===== src/rtl/abro_event_sequencer_if.sv =====
// Handshake and ABRO-machine signal bundle for abro_event_sequencer.
// The master side is the environment (requesters plus the ABRO machine); the slave side is the sequencer.
interface abro_event_sequencer_if #(
   parameter int CNT_W = 8
);
   logic             enable;
   logic             a_req;
   logic             a_ack;
   logic             b_req;
   logic             b_ack;
   logic             abro_A;
   logic             abro_B;
   logic             abro_reset;
   logic             abro_O;
   logic             done;
   logic [CNT_W-1:0] round_cnt;
   logic             err_timeout;
   logic             err_spurious;
   logic             busy;

   modport master (
      output enable, a_req, b_req, abro_O,
      input  a_ack, b_ack, abro_A, abro_B, abro_reset, done,
             round_cnt, err_timeout, err_spurious, busy
   );

   modport slave (
      input  enable, a_req, b_req, abro_O,
      output a_ack, b_ack, abro_A, abro_B, abro_reset, done,
             round_cnt, err_timeout, err_spurious, busy
   );
endinterface


===== src/rtl/abro_event_sequencer.sv =====
// Feeds A/B events to one ABRO machine, waits for O, counts rounds and
// restarts the machine after every round or timeout by holding its reset.
module abro_event_sequencer #(
   parameter int HOLD_CYCLES    = 4,
   parameter int TIMEOUT_CYCLES = 8,
   parameter int CNT_W          = 8
) (
   input  logic                    clk,
   input  logic                    reset,
   abro_event_sequencer_if.slave   bus
);

   localparam int HW = (HOLD_CYCLES > 1) ? $clog2(HOLD_CYCLES) : 1;
   localparam int TW = (TIMEOUT_CYCLES > 1) ? $clog2(TIMEOUT_CYCLES) : 1;
   localparam logic [HW-1:0] HOLD_LAST = HW'(HOLD_CYCLES - 1);
   localparam logic [TW-1:0] TO_LAST   = TW'(TIMEOUT_CYCLES - 1);

   typedef enum logic [1:0] {
      ST_RESTART = 2'd0,
      ST_COLLECT = 2'd1,
      ST_WAIT_O  = 2'd2
   } state_t;

   state_t           state_r;
   logic [HW-1:0]    hold_cnt_r;
   logic [TW-1:0]    timer_r;
   logic             seen_a_r;
   logic             seen_b_r;
   logic             a_pulse_r;
   logic             b_pulse_r;
   logic             abro_reset_r;
   logic             done_r;
   logic [CNT_W-1:0] round_cnt_r;
   logic             err_timeout_r;
   logic             err_spurious_r;
   logic             busy_r;

   // Sequencer FSM; every output is a register updated here.
   always_ff @(posedge clk or posedge reset) begin
      if (reset) begin
         state_r        <= ST_RESTART;
         hold_cnt_r     <= '0;
         timer_r        <= '0;
         seen_a_r       <= 1'b0;
         seen_b_r       <= 1'b0;
         a_pulse_r      <= 1'b0;
         b_pulse_r      <= 1'b0;
         abro_reset_r   <= 1'b1;
         done_r         <= 1'b0;
         round_cnt_r    <= '0;
         err_timeout_r  <= 1'b0;
         err_spurious_r <= 1'b0;
         busy_r         <= 1'b1;
      end else begin
         a_pulse_r <= 1'b0;
         b_pulse_r <= 1'b0;
         done_r    <= 1'b0;
         case (state_r)
            ST_RESTART: begin
               if (bus.abro_O) begin
                  err_spurious_r <= 1'b1;
               end
               if (hold_cnt_r == HOLD_LAST) begin
                  state_r      <= ST_COLLECT;
                  hold_cnt_r   <= '0;
                  abro_reset_r <= 1'b0;
                  busy_r       <= 1'b0;
                  seen_a_r     <= 1'b0;
                  seen_b_r     <= 1'b0;
               end else begin
                  hold_cnt_r <= hold_cnt_r + HW'(1);
               end
            end
            ST_COLLECT: begin
               if (bus.abro_O) begin
                  err_spurious_r <= 1'b1;
               end
               if (seen_a_r && seen_b_r) begin
                  state_r <= ST_WAIT_O;
                  timer_r <= '0;
                  busy_r  <= 1'b1;
               end else if (bus.enable) begin
                  // A wins a tie; B is picked up on the following edge.
                  if (bus.a_req && !seen_a_r) begin
                     a_pulse_r <= 1'b1;
                     seen_a_r  <= 1'b1;
                  end else if (bus.b_req && !seen_b_r) begin
                     b_pulse_r <= 1'b1;
                     seen_b_r  <= 1'b1;
                  end
               end
            end
            ST_WAIT_O: begin
               if (bus.abro_O) begin
                  done_r       <= 1'b1;
                  round_cnt_r  <= round_cnt_r + CNT_W'(1);
                  state_r      <= ST_RESTART;
                  hold_cnt_r   <= '0;
                  abro_reset_r <= 1'b1;
               end else if (timer_r == TO_LAST) begin
                  err_timeout_r <= 1'b1;
                  state_r       <= ST_RESTART;
                  hold_cnt_r    <= '0;
                  abro_reset_r  <= 1'b1;
               end else begin
                  timer_r <= timer_r + TW'(1);
               end
            end
            default: begin
               state_r      <= ST_RESTART;
               hold_cnt_r   <= '0;
               abro_reset_r <= 1'b1;
               busy_r       <= 1'b1;
            end
         endcase
      end
   end

   assign bus.abro_A       = a_pulse_r;
   assign bus.a_ack        = a_pulse_r;
   assign bus.abro_B       = b_pulse_r;
   assign bus.b_ack        = b_pulse_r;
   assign bus.abro_reset   = abro_reset_r;
   assign bus.done         = done_r;
   assign bus.round_cnt    = round_cnt_r;
   assign bus.err_timeout  = err_timeout_r;
   assign bus.err_spurious = err_spurious_r;
   assign bus.busy         = busy_r;

endmodule


===== src/flat_wrapper.sv =====
// flat-port wrapper written by rule: the top's interface ports become plain ports
module abro_event_sequencer_flat 
#(
   parameter int HOLD_CYCLES    = 4,
   parameter int TIMEOUT_CYCLES = 8,
   parameter int CNT_W          = 8
)
  (clk, reset, bus_enable, bus_a_req, bus_b_req, bus_abro_O, bus_a_ack, bus_b_ack, bus_abro_A, bus_abro_B, bus_abro_reset, bus_done, bus_round_cnt, bus_err_timeout, bus_err_spurious, bus_busy);
  abro_event_sequencer_if #(.CNT_W(CNT_W)) bus_i ();
  input  logic clk;
  input  logic reset;
  input wire logic [$bits(bus_i.enable)-1:0] bus_enable;
  input wire logic [$bits(bus_i.a_req)-1:0] bus_a_req;
  input wire logic [$bits(bus_i.b_req)-1:0] bus_b_req;
  input wire logic [$bits(bus_i.abro_O)-1:0] bus_abro_O;
  output wire logic [$bits(bus_i.a_ack)-1:0] bus_a_ack;
  output wire logic [$bits(bus_i.b_ack)-1:0] bus_b_ack;
  output wire logic [$bits(bus_i.abro_A)-1:0] bus_abro_A;
  output wire logic [$bits(bus_i.abro_B)-1:0] bus_abro_B;
  output wire logic [$bits(bus_i.abro_reset)-1:0] bus_abro_reset;
  output wire logic [$bits(bus_i.done)-1:0] bus_done;
  output wire logic [$bits(bus_i.round_cnt)-1:0] bus_round_cnt;
  output wire logic [$bits(bus_i.err_timeout)-1:0] bus_err_timeout;
  output wire logic [$bits(bus_i.err_spurious)-1:0] bus_err_spurious;
  output wire logic [$bits(bus_i.busy)-1:0] bus_busy;
  assign bus_i.enable = bus_enable;
  assign bus_i.a_req = bus_a_req;
  assign bus_i.b_req = bus_b_req;
  assign bus_i.abro_O = bus_abro_O;
  assign bus_a_ack = bus_i.a_ack;
  assign bus_b_ack = bus_i.b_ack;
  assign bus_abro_A = bus_i.abro_A;
  assign bus_abro_B = bus_i.abro_B;
  assign bus_abro_reset = bus_i.abro_reset;
  assign bus_done = bus_i.done;
  assign bus_round_cnt = bus_i.round_cnt;
  assign bus_err_timeout = bus_i.err_timeout;
  assign bus_err_spurious = bus_i.err_spurious;
  assign bus_busy = bus_i.busy;
  abro_event_sequencer #(.HOLD_CYCLES(HOLD_CYCLES), .TIMEOUT_CYCLES(TIMEOUT_CYCLES), .CNT_W(CNT_W)) u_core (.clk(clk), .reset(reset), .bus(bus_i));
endmodule

===== config.mk =====
export PLATFORM = sky130hd
export DESIGN_NAME = abro_event_sequencer_flat
export DESIGN_NICKNAME = d
export VERILOG_FILES = /design/src/rtl/abro_event_sequencer_if.sv /design/src/rtl/abro_event_sequencer.sv /design/src/flat_wrapper.sv
export SDC_FILE = /design/constraint.sdc
export NUM_CORES = 1
export LEC_CHECK = 0
export BUFFER_PORTS_ARGS = -buffer_cell sky130_fd_sc_hd__buf_2
export CORE_UTILIZATION = 55
export CTS_BUF_LIST = sky130_fd_sc_hd__clkbuf_4 sky130_fd_sc_hd__clkbuf_8
export CTS_CLUSTER_SIZE = 10
export DETAILED_ROUTE_END_ITERATION = 8
export MAX_ROUTING_LAYER = met4
export PLACE_DENSITY = 0.78
export SYNTH_ARGS = -nofsm -noshare
export SYNTH_HDL_FRONTEND = slang
export SYNTH_SLANG_ARGS = --single-unit

===== constraint.sdc =====
create_clock -name clk -period 1.82 [get_ports clk]
set_input_delay 0.091 -clock clk [delete_from_list [all_inputs] [get_ports clk]]
set_output_delay 0.091 -clock clk [all_outputs]
set_load 0.05 [all_outputs]

Word level (Yosys, flattened, before mapping)
Index checks and enable logic that the tools add are counted.
Word-level totals
  bits in registers: 24
  bits of input ports: 6
  output and inout port bits: 17
  word-level logic and storage cells: 89
Cells by class
  $add $sub $neg: 3
  equal/unequal tests: 14
  muxes and demuxes: 37
  bitwise logic cells: 3
  reductions and logical operators: 19
Operators by type and width (number)
  2-to-1 mux 1 bit: 22
  case mux 2 bit (3 select lines): 2
  AND reduction 3 bit: 4
  2-to-1 mux 2 bit: 5
  inequality test 2 bit, second input constant: 5
  2-to-1 mux 3 bit: 3
  adder 8 x 1 -> 8 bit, second input constant: 1
  inequality test 2 x 1 -> 1 bit, second input constant: 4
  case mux 1 bit (3 select lines): 2
  case mux 3 bit (2 select lines): 1
  AND reduction 2 bit: 3
  AND reduction 6 bit: 1
  AND reduction 5 bit: 1
  equality test 2 bit, second input constant: 2
  case mux 1 bit (2 select lines): 2
  AND reduction 4 bit: 1
  nonzero test 2 bit: 2
  adder 3 x 1 -> 3 bit, second input constant: 1
  equality test 3 bit, second input constant: 1
  logical AND 1 bit: 3
  inequality test 3 x 2 -> 1 bit, second input constant: 1
  inverter 1 bit: 3
  adder 2 x 1 -> 2 bit, second input constant: 1
  equality test 2 x 1 -> 1 bit, second input constant: 1
  3 further kinds: 4

Longest topological paths before layout
Gate-level depths: netlist (run 1).
  word-level depth: 7
  depth in mapped cells: 5

Worst setup path after synthesis (run 1)
OpenSTA, ideal clock, no wires.
  kind: reg-to-reg
  start: reg u_core.timer_r[0]
  end: reg u_core.timer_r[1]
  setup time: 79 ps
  arrival time: 1490 ps
  data required time: 1741 ps
  slack: 251 ps
  cell stages (with the launch flop): 6
  period minus slack after synthesis: 1569 ps
  path through: dfrtp_1 > ha_1 > ha_1 > nor4b_2 > a31o_4 > mux2i_1
Between the ends
  cells in the longest elaborated chain, start to end: 4
  elaborated cells on any way between the ends: 7
  those cells by class: add/sub (1); eq/ne (2); mux (3); reduce/logical (1)
RTL lines
  start, declared: line abro_event_sequencer.sv:26  | logic [TW-1:0] timer_r;
  start signal, assigned: line abro_event_sequencer.sv:106  | timer_r <= timer_r + TW'(1);
  adder 3 x 1 -> 3 bit: line abro_event_sequencer.sv:106
  2-to-1 mux 3 bit: line abro_event_sequencer.sv:100  | end else if (timer_r == TO_LAST) begin
  2-to-1 mux 3 bit: line abro_event_sequencer.sv:94  | if (bus.abro_O) begin
  case mux 3 bit (2 select lines): line abro_event_sequencer.sv:58  | case (state_r)
Parallel ways exist; a longest one is shown, timed or not. The select of a mux whose other input is x is not followed.
A chain may end at the register's enable or synchronous reset.

Worst setup path in the final report (run 1)
Same ends and word-level chain as after synthesis.

==> flow_summary_export.csv, run 1 <==
group,metric,value,unit
status,outcome,"finished clean",
global_route,grt_max_degree,25,
timing,setup_viol,0,
job,drv_cap,0,
timing,rsz0062_at_grt,"no",
global_route,grt_util_met1,0.263,
drt,drc,0,
timing,max_slew_margin,0.705,
global_route,grt.total_usage,0.209,
power_and_ir_drop,p_seq_frac,0.462,
final_layout,drive_above_1_share,0.300,
clock_network,cts-buffers-inserted,3,
clock_network,clock_path_buffers,2,
worst_setup_path,crit_end,"u_core.timer_r[1]",
drt,drt_wl_total,1920,µm
logic_synthesis,synth-simple-area-share,0.159,
drt,post_drt_via_cell_ratio,5.28,
clock_network,htree_levels,1,
drt,antenna_left,0,
clock_network,cts_tree,"done",
worst_setup_path,worstSetupPathType,"reg2reg",
power_and_ir_drop,switching_power,0.866,mW
worst_setup_path,reg2reg_depth,5,
timing,skew,0.000944,ns
worst_setup_path,crit_fanout,4,
logic_synthesis,async_reset_ff_frac,1.00,
logic_synthesis,synth-adder-area-share,0.0454,
logic_synthesis,netlist.area_leader.share,0.499,
global_route,use_met3,0.0462,
final_layout,nets,131,
placed_design,place_congestion,0.839,
logic_synthesis,syn_inst,96,
logic_synthesis,synth_area_leaders,"dfrtp_1 50%, dfstp_2 4.8%, ha_1 4.5%, nand2_1 4.1%, xnor2_1 3.2%",
clock_network,postCtsSetupRepairBufs,0,
floorplan,die_h,46.8,µm
logic_synthesis,seq_area_frac_synth,0.547,
logic_synthesis,synth_edf_count,0,
timing,max_freq,597,MHz
timing,finalMaxSlewViolations,0,
logic_synthesis,yosysUniqueCellTypes,31,
floorplan,initial_core_util,0.612,
timing,worstMarginPinSlew,0.442,ns
logic_synthesis,synth.ff_latch_count,24,
power_and_ir_drop,ir_drop,1.03,mV
timing,layout_min_cycle_time,1.67,ns
placed_design,port_buffers,22,
timing,fin_setup_tns,0,ns
floorplan,io_pins,23,
logic_synthesis,synth_top_family_by_area,"simple AND/OR/NAND/NOR gates",
global_route,antenna_found_initial,0,
logic_synthesis,post_synth.cell_area_avg,11.5,µm²
power_and_ir_drop,switching_share,0.438,
worst_setup_path,critPathLaunch,"u_core.timer_r[0]",
drt,wl_per_cell,13.2,µm
placed_design,hpwl,1370,µm
worst_setup_path,required,2.06,ns
power_and_ir_drop,clkPwrFrac,0.125,
global_route,grt-ovfl-total,0,
final_layout,antenna_cells,0,
global_route,gr-max-usage-layer,"met2",
power_and_ir_drop,p_comb_frac,0.413,
timing,min_period_over_period,0.920,
logic_synthesis,synthXorXnorAreaFrac,0.0556,
global_route,use_met2,0.317,
worst_setup_path,arrival,1.91,ns
power_and_ir_drop,p_int,1.11,mW
drt,routed-via-count,765,
drt,dr.pass1.iters,4,
logic_synthesis,synth.most_common_cell,"dfrtp_1",
floorplan,num_rows,15,
worst_setup_path,r2r_start,"u_core.timer_r[0]",
logic_synthesis,synthTopCellsByCount,"22 x dfrtp_1, 12 x nand2_1, 7 x inv_1, 5 x a21oi_1",
drt,drtIter0Drc,4,
logic_synthesis,synth_top_cell_by_area,"dfrtp_1",
hold_path,hold_class,"in2reg",
global_route,grt_pass1_vias,684,
worst_setup_path,worstReg2RegEnd,"u_core.timer_r[1]",
worst_setup_path,worst_setup_path_start_kind,"flop",
global_route,grt_pass1_wl,2960,µm
clock_network,clkLatencyLatePin,0.31,ns
clock_network,clockRootBuffer,"clkbuf_4",
logic_synthesis,synth.net_count,106,
logic_synthesis,synthMuxAreaShare,0.0272,
floorplan,core,1800,µm²
logic_synthesis,synth_area,1100,µm²
logic_synthesis,synth_ff_type,"dfrtp_1",
clock_network,clk_pin_slew,0.12,ns
final_layout,area_delta_synth_final,15.1,%
final_layout,final_util,0.704,
floorplan,die_w,46.8,µm
timing,finalHoldViolations,0,
clock_network,cts_sinks,24,
logic_synthesis,yosys_warnings,0,
floorplan,fp.dieArea,2190,µm²
power_and_ir_drop,power_density,1560,nW/µm²
power_and_ir_drop,leakage,0.672,nW
logic_synthesis,synth_compound_area_frac,0.110,
worst_setup_path,rrSetupSlack,0.15,ns
worst_setup_path,cp-end-kind,"flop",
==> power groups by stage <==
| stage | registers [mW] | logic, mW | clock network, mW |
|---|---|---|---|
| after floorplan | 1.07 | 0.496 | 0 |
| after global placement | 0.907 | 0.786 | 0 |
| after detailed placement | 0.917 | 0.807 | 0 |
| after CTS | 0.906 | 0.813 | 0.259 |
| after global routing | 0.937 | 0.884 | 0.283 |
| final | 0.913 | 0.816 | 0.248 |
==> registers in the layout, summed over array words and instances (netlist names) <==
register / cells
u_core.bus.err_spurious: 1
u_core.seen_b_r: 1
u_core.hold_cnt_r: 2
u_core.bus.abro_reset: 1
u_core.bus.abro_B: 1
u_core.bus.a_ack: 1
u_core.bus.round_cnt: 8
u_core.bus.err_timeout: 1
u_core.state_r: 2
u_core.seen_a_r: 1
u_core.timer_r: 3
u_core.bus.done: 1
u_core.bus.busy: 1
==> logic make-up after synthesis <==
family,after synthesis
muxes,3
buffers and inverters,12
and+or+nand+nor,29
AOI/OAI and AO/OA,17
xor gates and xnor gates,7
adders and majority gates,4
DFF,24
==> layer usage <==
layer	vias up	part of all wire	routed length, µm
li1	379	-	-
met1	362	0.50	967
met2	18	0.45	857
met3	6	0.030	57
met4	0	0.018	34
met5	-	0	0
==> cell usage in the layout (no fill, tap or decap), types with 3 or more instances in the layout <==
| cell type | synthesis | final |
|---|---|---|
| xor2_1 | 3 | 3 |
| nor2_1 | 3 | 3 |
| inv_1 | 7 | 7 |
| xnor2_1 | 4 | 4 |
| buf_2 | 1 | 22 |
| dfrtp_1 | 22 | 22 |
| a21o_1 | 4 | 4 |
| ha_1 | 4 | 4 |
| mux2i_1 | 3 | 3 |
| a21oi_1 | 5 | 5 |
| clkbuf_4 | 0 | 4 |
| nor2b_1 | 3 | 3 |
| nand2_1 | 12 | 12 |
==> timing repair <==
| item | 4_1_cts | 5_1_grt |
|---|---|---|
| hold endpoints to repair | 22 | 0 |
| setup endpoints to repair | 0 | 2 |
| hold buffers | 1 | 0 |
| gates resized for setup | 0 | 1 |
==> through the flow <==
stage	cells	total power, mW	setup WS, ns	cell area, µm²	hold WS, ns
2_1_floorplan	96	1.57	0.251	1100	0.104
3_3_place_gp	140	1.69	0.179	1220	0.144
3_5_place_dp	140	1.72	0.0784	1220	0.148
4_1_cts	145	1.98	0.0615	1260	0.0208
5_1_grt	145	2.10	0.0640	1270	0.0101
6_report	145	1.98	0.145	1270	0.0308
==> critical path, cell delays in order (launching register included) <==
cell	delay, ns
dfrtp_1	0.41
ha_1	0.20
ha_1	0.25
nor4b_4	0.38
a31o_4	0.18
mux2i_1	0.19
==> worst min path at each step <==
stage / from / to / slack [ns] / cells after the start
CTS: bus_b_req / u_core.bus.abro_B / 0.02 / 3
detailed placement: reset / u_core.bus.round_cnt[5] / 0.15 / 3
floorplan: reset / u_core.bus.a_ack / 0.10 / 1
global route: bus_b_req / u_core.bus.abro_B / 0.01 / 3
global placement: reset / u_core.bus.round_cnt[7] / 0.14 / 3
finish: bus_b_req / u_core.bus.abro_B / 0.03 / 3
==> layout make-up <==
type / count / area (µm²)
multi-input cells: 60 / 447
well taps: 25 / 31.3
clock buffers: 4 / 30.0
flip-flops and latches: 24 / 603
repair buffers: 24 / 128
inverters: 8 / 30.0
fillers: 153 / 533
Note: power is estimated with default switching activity, not from simulation.
==> run 2: changes to the inputs <==
- CTS_BUF_LIST: sky130_fd_sc_hd__clkbuf_4 sky130_fd_sc_hd__clkbuf_8 -> sky130_fd_sc_hd__clkbuf_8
==> flow_summary_export.csv, run 2 (synthesized netlist as in run 1, its figures left out) <==
group,metric,value,unit
status,outcome,"finished clean",
clock_network,htree_levels,1,
timing,hold_slack,0.0907,ns
worst_setup_path,crit_fanout,4,
floorplan,io_pins,23,
power_and_ir_drop,ir_drop,1.07,mV
power_and_ir_drop,switching_power,0.881,mW
timing,min_period_over_period,0.930,
drt,dr.pass1.iters,4,
global_route,grt.total_usage,0.207,
floorplan,core,1800,µm²
drt,post_drt_via_cell_ratio,5.35,
floorplan,die_h,46.8,µm
worst_setup_path,arrival,1.87,ns
final_layout,final.fill_count,152,
global_route,antenna_found_initial,0,
worst_setup_path,crit_end,"u_core.timer_r[1]",
global_route,grt_pass1_wl,2940,µm
final_layout,antenna_cells,0,
timing,max_slew_margin,0.698,
global_route,grt-ovfl-total,0,
power_and_ir_drop,p_seq_frac,0.448,
timing,worstMarginPinSlew,0.454,ns
drt,routed-via-count,776,
timing,max_freq,591,MHz
power_and_ir_drop,clkPwrFrac,0.151,
floorplan,num_rows,15,
power_and_ir_drop,power.total,2.04,mW
drt,drc,0,
drt,wl_per_cell,13.5,µm
worst_setup_path,worstSetupPathType,"reg2reg",
final_layout,largest_reg_flops,8,
floorplan,initial_core_util,0.612,
power_and_ir_drop,switching_share,0.431,
placed_design,place_congestion,0.839,
timing,layout_min_cycle_time,1.69,ns
worst_setup_path,rrSetupSlack,0.13,ns
worst_setup_path,reg2reg_depth,5,
clock_network,cts_sinks,24,
timing,setup_viol,0,
global_route,grt_pass1_vias,683,
drt,drtIter0Drc,8,
drt,antenna_left,0,
clock_network,cts-buffers-inserted,3,
placed_design,hpwl,1370,µm
global_route,grt_max_degree,25,
placed_design,dpl_cell_area,1220,µm²
timing,fin_setup_tns,0,ns
timing,skew,0.00497,ns
drt,drt_wl_total,1960,µm
worst_setup_path,worst_setup_path_start_kind,"flop",
worst_setup_path,required,2.00,ns
hold_path,hold_class,"in2reg",
worst_setup_path,critPathLaunch,"u_core.timer_r[0]",
final_layout,nets,131,
power_and_ir_drop,p_comb_frac,0.401,
clock_network,clockRootBuffer,"clkbuf_8",
job,drv_cap,0,
worst_setup_path,cp-end-kind,"flop",
worst_setup_path,r2r_start,"u_core.timer_r[0]",
timing,finalHoldViolations,0,
clock_network,clk_pin_slew,0.08,ns
floorplan,fp.dieArea,2190,µm²
timing,rsz0062_at_grt,"no",
final_layout,design_area,1280,µm²
final_layout,mostFrequentLayoutCells,"22 x buf_2, 22 x dfrtp_1, 12 x nand2_1",
final_layout,drive_above_1_share,0.292,
power_and_ir_drop,power_density,1590,nW/µm²
final_layout,area_delta_synth_final,16.5,%
clock_network,cts_tree,"done",
clock_network,clock_path_buffers,2,
power_and_ir_drop,leakage,0.680,nW
power_and_ir_drop,p_int,1.16,mW
floorplan,die_w,46.8,µm
timing,finalMaxSlewViolations,0,
placed_design,port_buffers,22,
clock_network,postCtsSetupRepairBufs,0,
worst_setup_path,worstReg2RegEnd,"u_core.timer_r[1]",
clock_network,clkLatencyLatePin,0.26,ns
## run 2: cell type report
type                       count  area [µm²]  area share
clock buffer                   3        41.3      0.0322
clock inverter                 1        3.75     0.00292
inverter                       8        30.0      0.0234
multi-input combinational     60         447       0.348
sequential                    24         603       0.470
tap                           25        31.3      0.0244
timing repair buffer          24         128      0.0994
## run 2: worst min-delay path by stage
stage | startpoint | end | depth (start not counted)
6_report | bus_b_req | u_core.bus.abro_B | 3
5_1_grt | bus_b_req | u_core.bus.abro_B | 3
4_1_cts | bus_b_req | u_core.bus.abro_B | 3
3_5_place_dp | reset | u_core.bus.round_cnt[5] | 3
3_3_place_gp | reset | u_core.bus.round_cnt[7] | 3
2_1_floorplan | reset | u_core.bus.a_ack | 1
## run 2: worst max-delay path, cell delays in order (launching register included)
cell and delay [ns]:
dfrtp_1 0.39, ha_1 0.20, ha_1 0.25, nor4b_4 0.38, a31o_4 0.18, mux2i_1 0.21
## run 2: repair_timing
action,4_1_cts,5_1_grt
endpoints found under the hold margin,22,0
endpoints found under the setup margin,0,2
resized for setup,0,1
hold buffers,1,0
## run 2: through the flow
step | util | std cells | setup slack, ns
6_report | 0.713 | 145 | 0.128
5_1_grt | 0.713 | 145 | 0.0527
4_1_cts | 0.708 | 145 | 0.0453
3_5_place_dp | 0.677 | 140 | 0.0784
3_3_place_gp | 0.677 | 140 | 0.179
2_1_floorplan | - | 96 | 0.251
## run 2: per-layer routing
| metal | vias up | global-route usage | routed length (µm) |
|---|---|---|---|
| li1 | 378 | - | - |
| met2 | 16 | 0.328 | 930 |
| met3 | 2 | 0.0346 | 53 |
| met1 | 380 | 0.256 | 958 |
| met4 | 0 | 0.103 | 13 |
| met5 | - | - | 0 |
## run 2: power groups by stage
| stage | Combinational [mW] | Clock [mW] | Sequential [mW] |
|---|---|---|---|
| 2_1_floorplan | 0.496 | 0 | 1.07 |
| 3_3_place_gp | 0.786 | 0 | 0.907 |
| 3_5_place_dp | 0.807 | 0 | 0.917 |
| 4_1_cts | 0.815 | 0.319 | 0.907 |
| 5_1_grt | 0.887 | 0.338 | 0.938 |
| 6_report | 0.818 | 0.308 | 0.916 |
==> run 3: changes to the inputs <==
- CORE_UTILIZATION: 55 -> 52
- CTS_BUF_LIST: sky130_fd_sc_hd__clkbuf_8 -> not set
- PLACE_DENSITY: 0.78 -> 0.74
==> flow_summary_export.csv, run 3 (synthesized netlist as in run 1, its figures left out) <==
group,metric,value,unit
timing,skew,0.0118,ns
placed_design,dp_slack,0.101,ns
worst_setup_path,worstSetupPathType,"reg2reg",
placed_design,hpwl,1410,µm
floorplan,core,1980,µm²
clock_network,clk_pin_slew,0.14,ns
floorplan,io_pins,23,
hold_path,hold_depth,3,
job,drv_cap,0,
final_layout,antenna_cells,0,
worst_setup_path,rrSetupSlack,0.12,ns
placed_design,port_buffers,22,
clock_network,postCtsSetupRepairBufs,0,
timing,finalMaxSlewViolations,0,
final_layout,mostFrequentLayoutCells,"22 x buf_2, 22 x dfrtp_1, 12 x nand2_1",
worst_setup_path,required,2.06,ns
clock_network,cts-buffers-inserted,3,
timing,fin_ws,0.120,ns
clock_network,clkLatencyLatePin,0.32,ns
final_layout,fin_cells,148,
clock_network,cts_tree,"done",
final_layout,nets,132,
placed_design,dp.cells,143,
clock_network,clock_path_buffers,2,
drt,drt_wl_total,1880,µm
global_route,grt_max_degree,25,
drt,dr.pass1.iters,4,
worst_setup_path,r2r_start,"u_core.timer_r[0]",
timing,rsz0062_at_grt,"no",
global_route,grt-ovfl-total,0,
global_route,grt.total_usage,0.202,
global_route,grt_pass1_wl,3090,µm
placed_design,place_congestion,0.749,
floorplan,die_w,48.0,µm
timing,setup_viol,0,
final_layout,final.fill_count,170,
status,outcome,"finished clean",
worst_setup_path,crit_fanout,4,
timing,min_period_over_period,0.934,
hold_path,worstHoldEndpoint,"u_core.bus.abro_B",
global_route,grt_pass1_vias,712,
hold_path,holdCritStartpoint,"bus_b_req",
power_and_ir_drop,power.total,2.12,mW
timing,fin_setup_tns,0,ns
worst_setup_path,reg2reg_depth,5,
drt,antenna_left,0,
floorplan,initial_core_util,0.556,
clock_network,htree_levels,1,
power_and_ir_drop,ir_drop,1.05,mV
drt,drc,0,
final_layout,drive_above_1_share,0.306,
worst_setup_path,worst_setup_path_start_kind,"flop",
power_and_ir_drop,power_density,1630,nW/µm²
drt,routed-via-count,773,
final_layout,area_delta_synth_final,18.0,%
power_and_ir_drop,leakage,0.686,nW
clock_network,clockRootBuffer,"clkbuf_4",
floorplan,num_rows,16,
worst_setup_path,worstReg2RegEnd,"u_core.timer_r[1]",
timing,hold_slack,0.0276,ns
global_route,antenna_found_initial,0,
drt,wl_per_cell,12.7,µm
timing,layout_min_cycle_time,1.70,ns
floorplan,fp.dieArea,2310,µm²
timing,max_freq,588,MHz
final_layout,largest_reg_flops,8,
worst_setup_path,cp-end-kind,"flop",
drt,drtIter0Drc,6,
timing,worstMarginPinSlew,0.448,ns
timing,max_slew_margin,0.701,
timing,finalHoldViolations,0,
clock_network,cts_sinks,24,
worst_setup_path,arrival,1.94,ns
hold_path,hold_class,"in2reg",
drt,post_drt_via_cell_ratio,5.22,
floorplan,die_h,48.0,µm
## run 3: changes by cell type in the layout (fill, tap and decap cells not counted), sizes merged
cell,delta
inv,-1
buf,+1
bufinv,+1
## run 3: report_power, final
| part | internal, mW | switching (mW) | total, mW | leakage (nW) |
|---|---|---|---|---|
| registers | 0.711 | 0.167 | 0.877 | 0.306 |
| logic | 0.312 | 0.544 | 0.856 | 0.352 |
| clock network | 0.223 | 0.162 | 0.384 | 0.0279 |
| total | 1.25 | 0.872 | 2.12 | 0.686 |
## run 3: final cells by class
type	count	area [µm²]	share of cell area
flip-flops and latches	24	603	0.463
clock buffers	3	22.5	0.0173
well taps	27	33.8	0.0260
inverters	8	30.0	0.0231
multi-input cells	60	447	0.343
clock inverters	1	30.0	0.0231
repair buffers	25	135	0.104
## run 3: worst max-delay path by stage
stage,slack (ns),to,from
floorplan,0.25,u_core.timer_r[1],u_core.timer_r[0]
global placement,0.17,u_core.timer_r[2],u_core.timer_r[0]
detailed placement,0.10,u_core.timer_r[2],u_core.timer_r[0]
CTS,0.07,u_core.timer_r[2],u_core.timer_r[0]
global route,0.02,u_core.timer_r[1],u_core.timer_r[0]
finish,0.12,u_core.timer_r[1],u_core.timer_r[0]
## run 3: what timing repair did
item / in CTS / in global routing
hold endpoints to repair: 22 / 0
hold buffers: 1 / 0
setup endpoints to repair: 0 / 2
gates resized for setup: 0 / 1
## run 3: stage by stage
stage,instance area (µm²),util
final,1300,0.657
after global routing,1300,0.657
after CTS,1290,0.652
after detailed placement,1230,0.621
after global placement,1230,0.621
after floorplan,1100,-
## run 3: worst max-delay path, cell delays in order (launching register included)
cell and delay (ns):
dfrtp_1 0.41, ha_1 0.22, ha_1 0.27, nor4b_4 0.38, a31o_4 0.17, mux2i_1 0.18
## run 3: per-layer routing
| metal | part of all wire | up-vias | track usage |
|---|---|---|---|
| li1 | - | 380 | - |
| met5 | 0 | - | - |
| met1 | 0.49 | 378 | 0.269 |
| met4 | 0 | 0 | 0.0500 |
| met3 | 0.024 | 0 | 0.0340 |
| met2 | 0.49 | 15 | 0.322 |
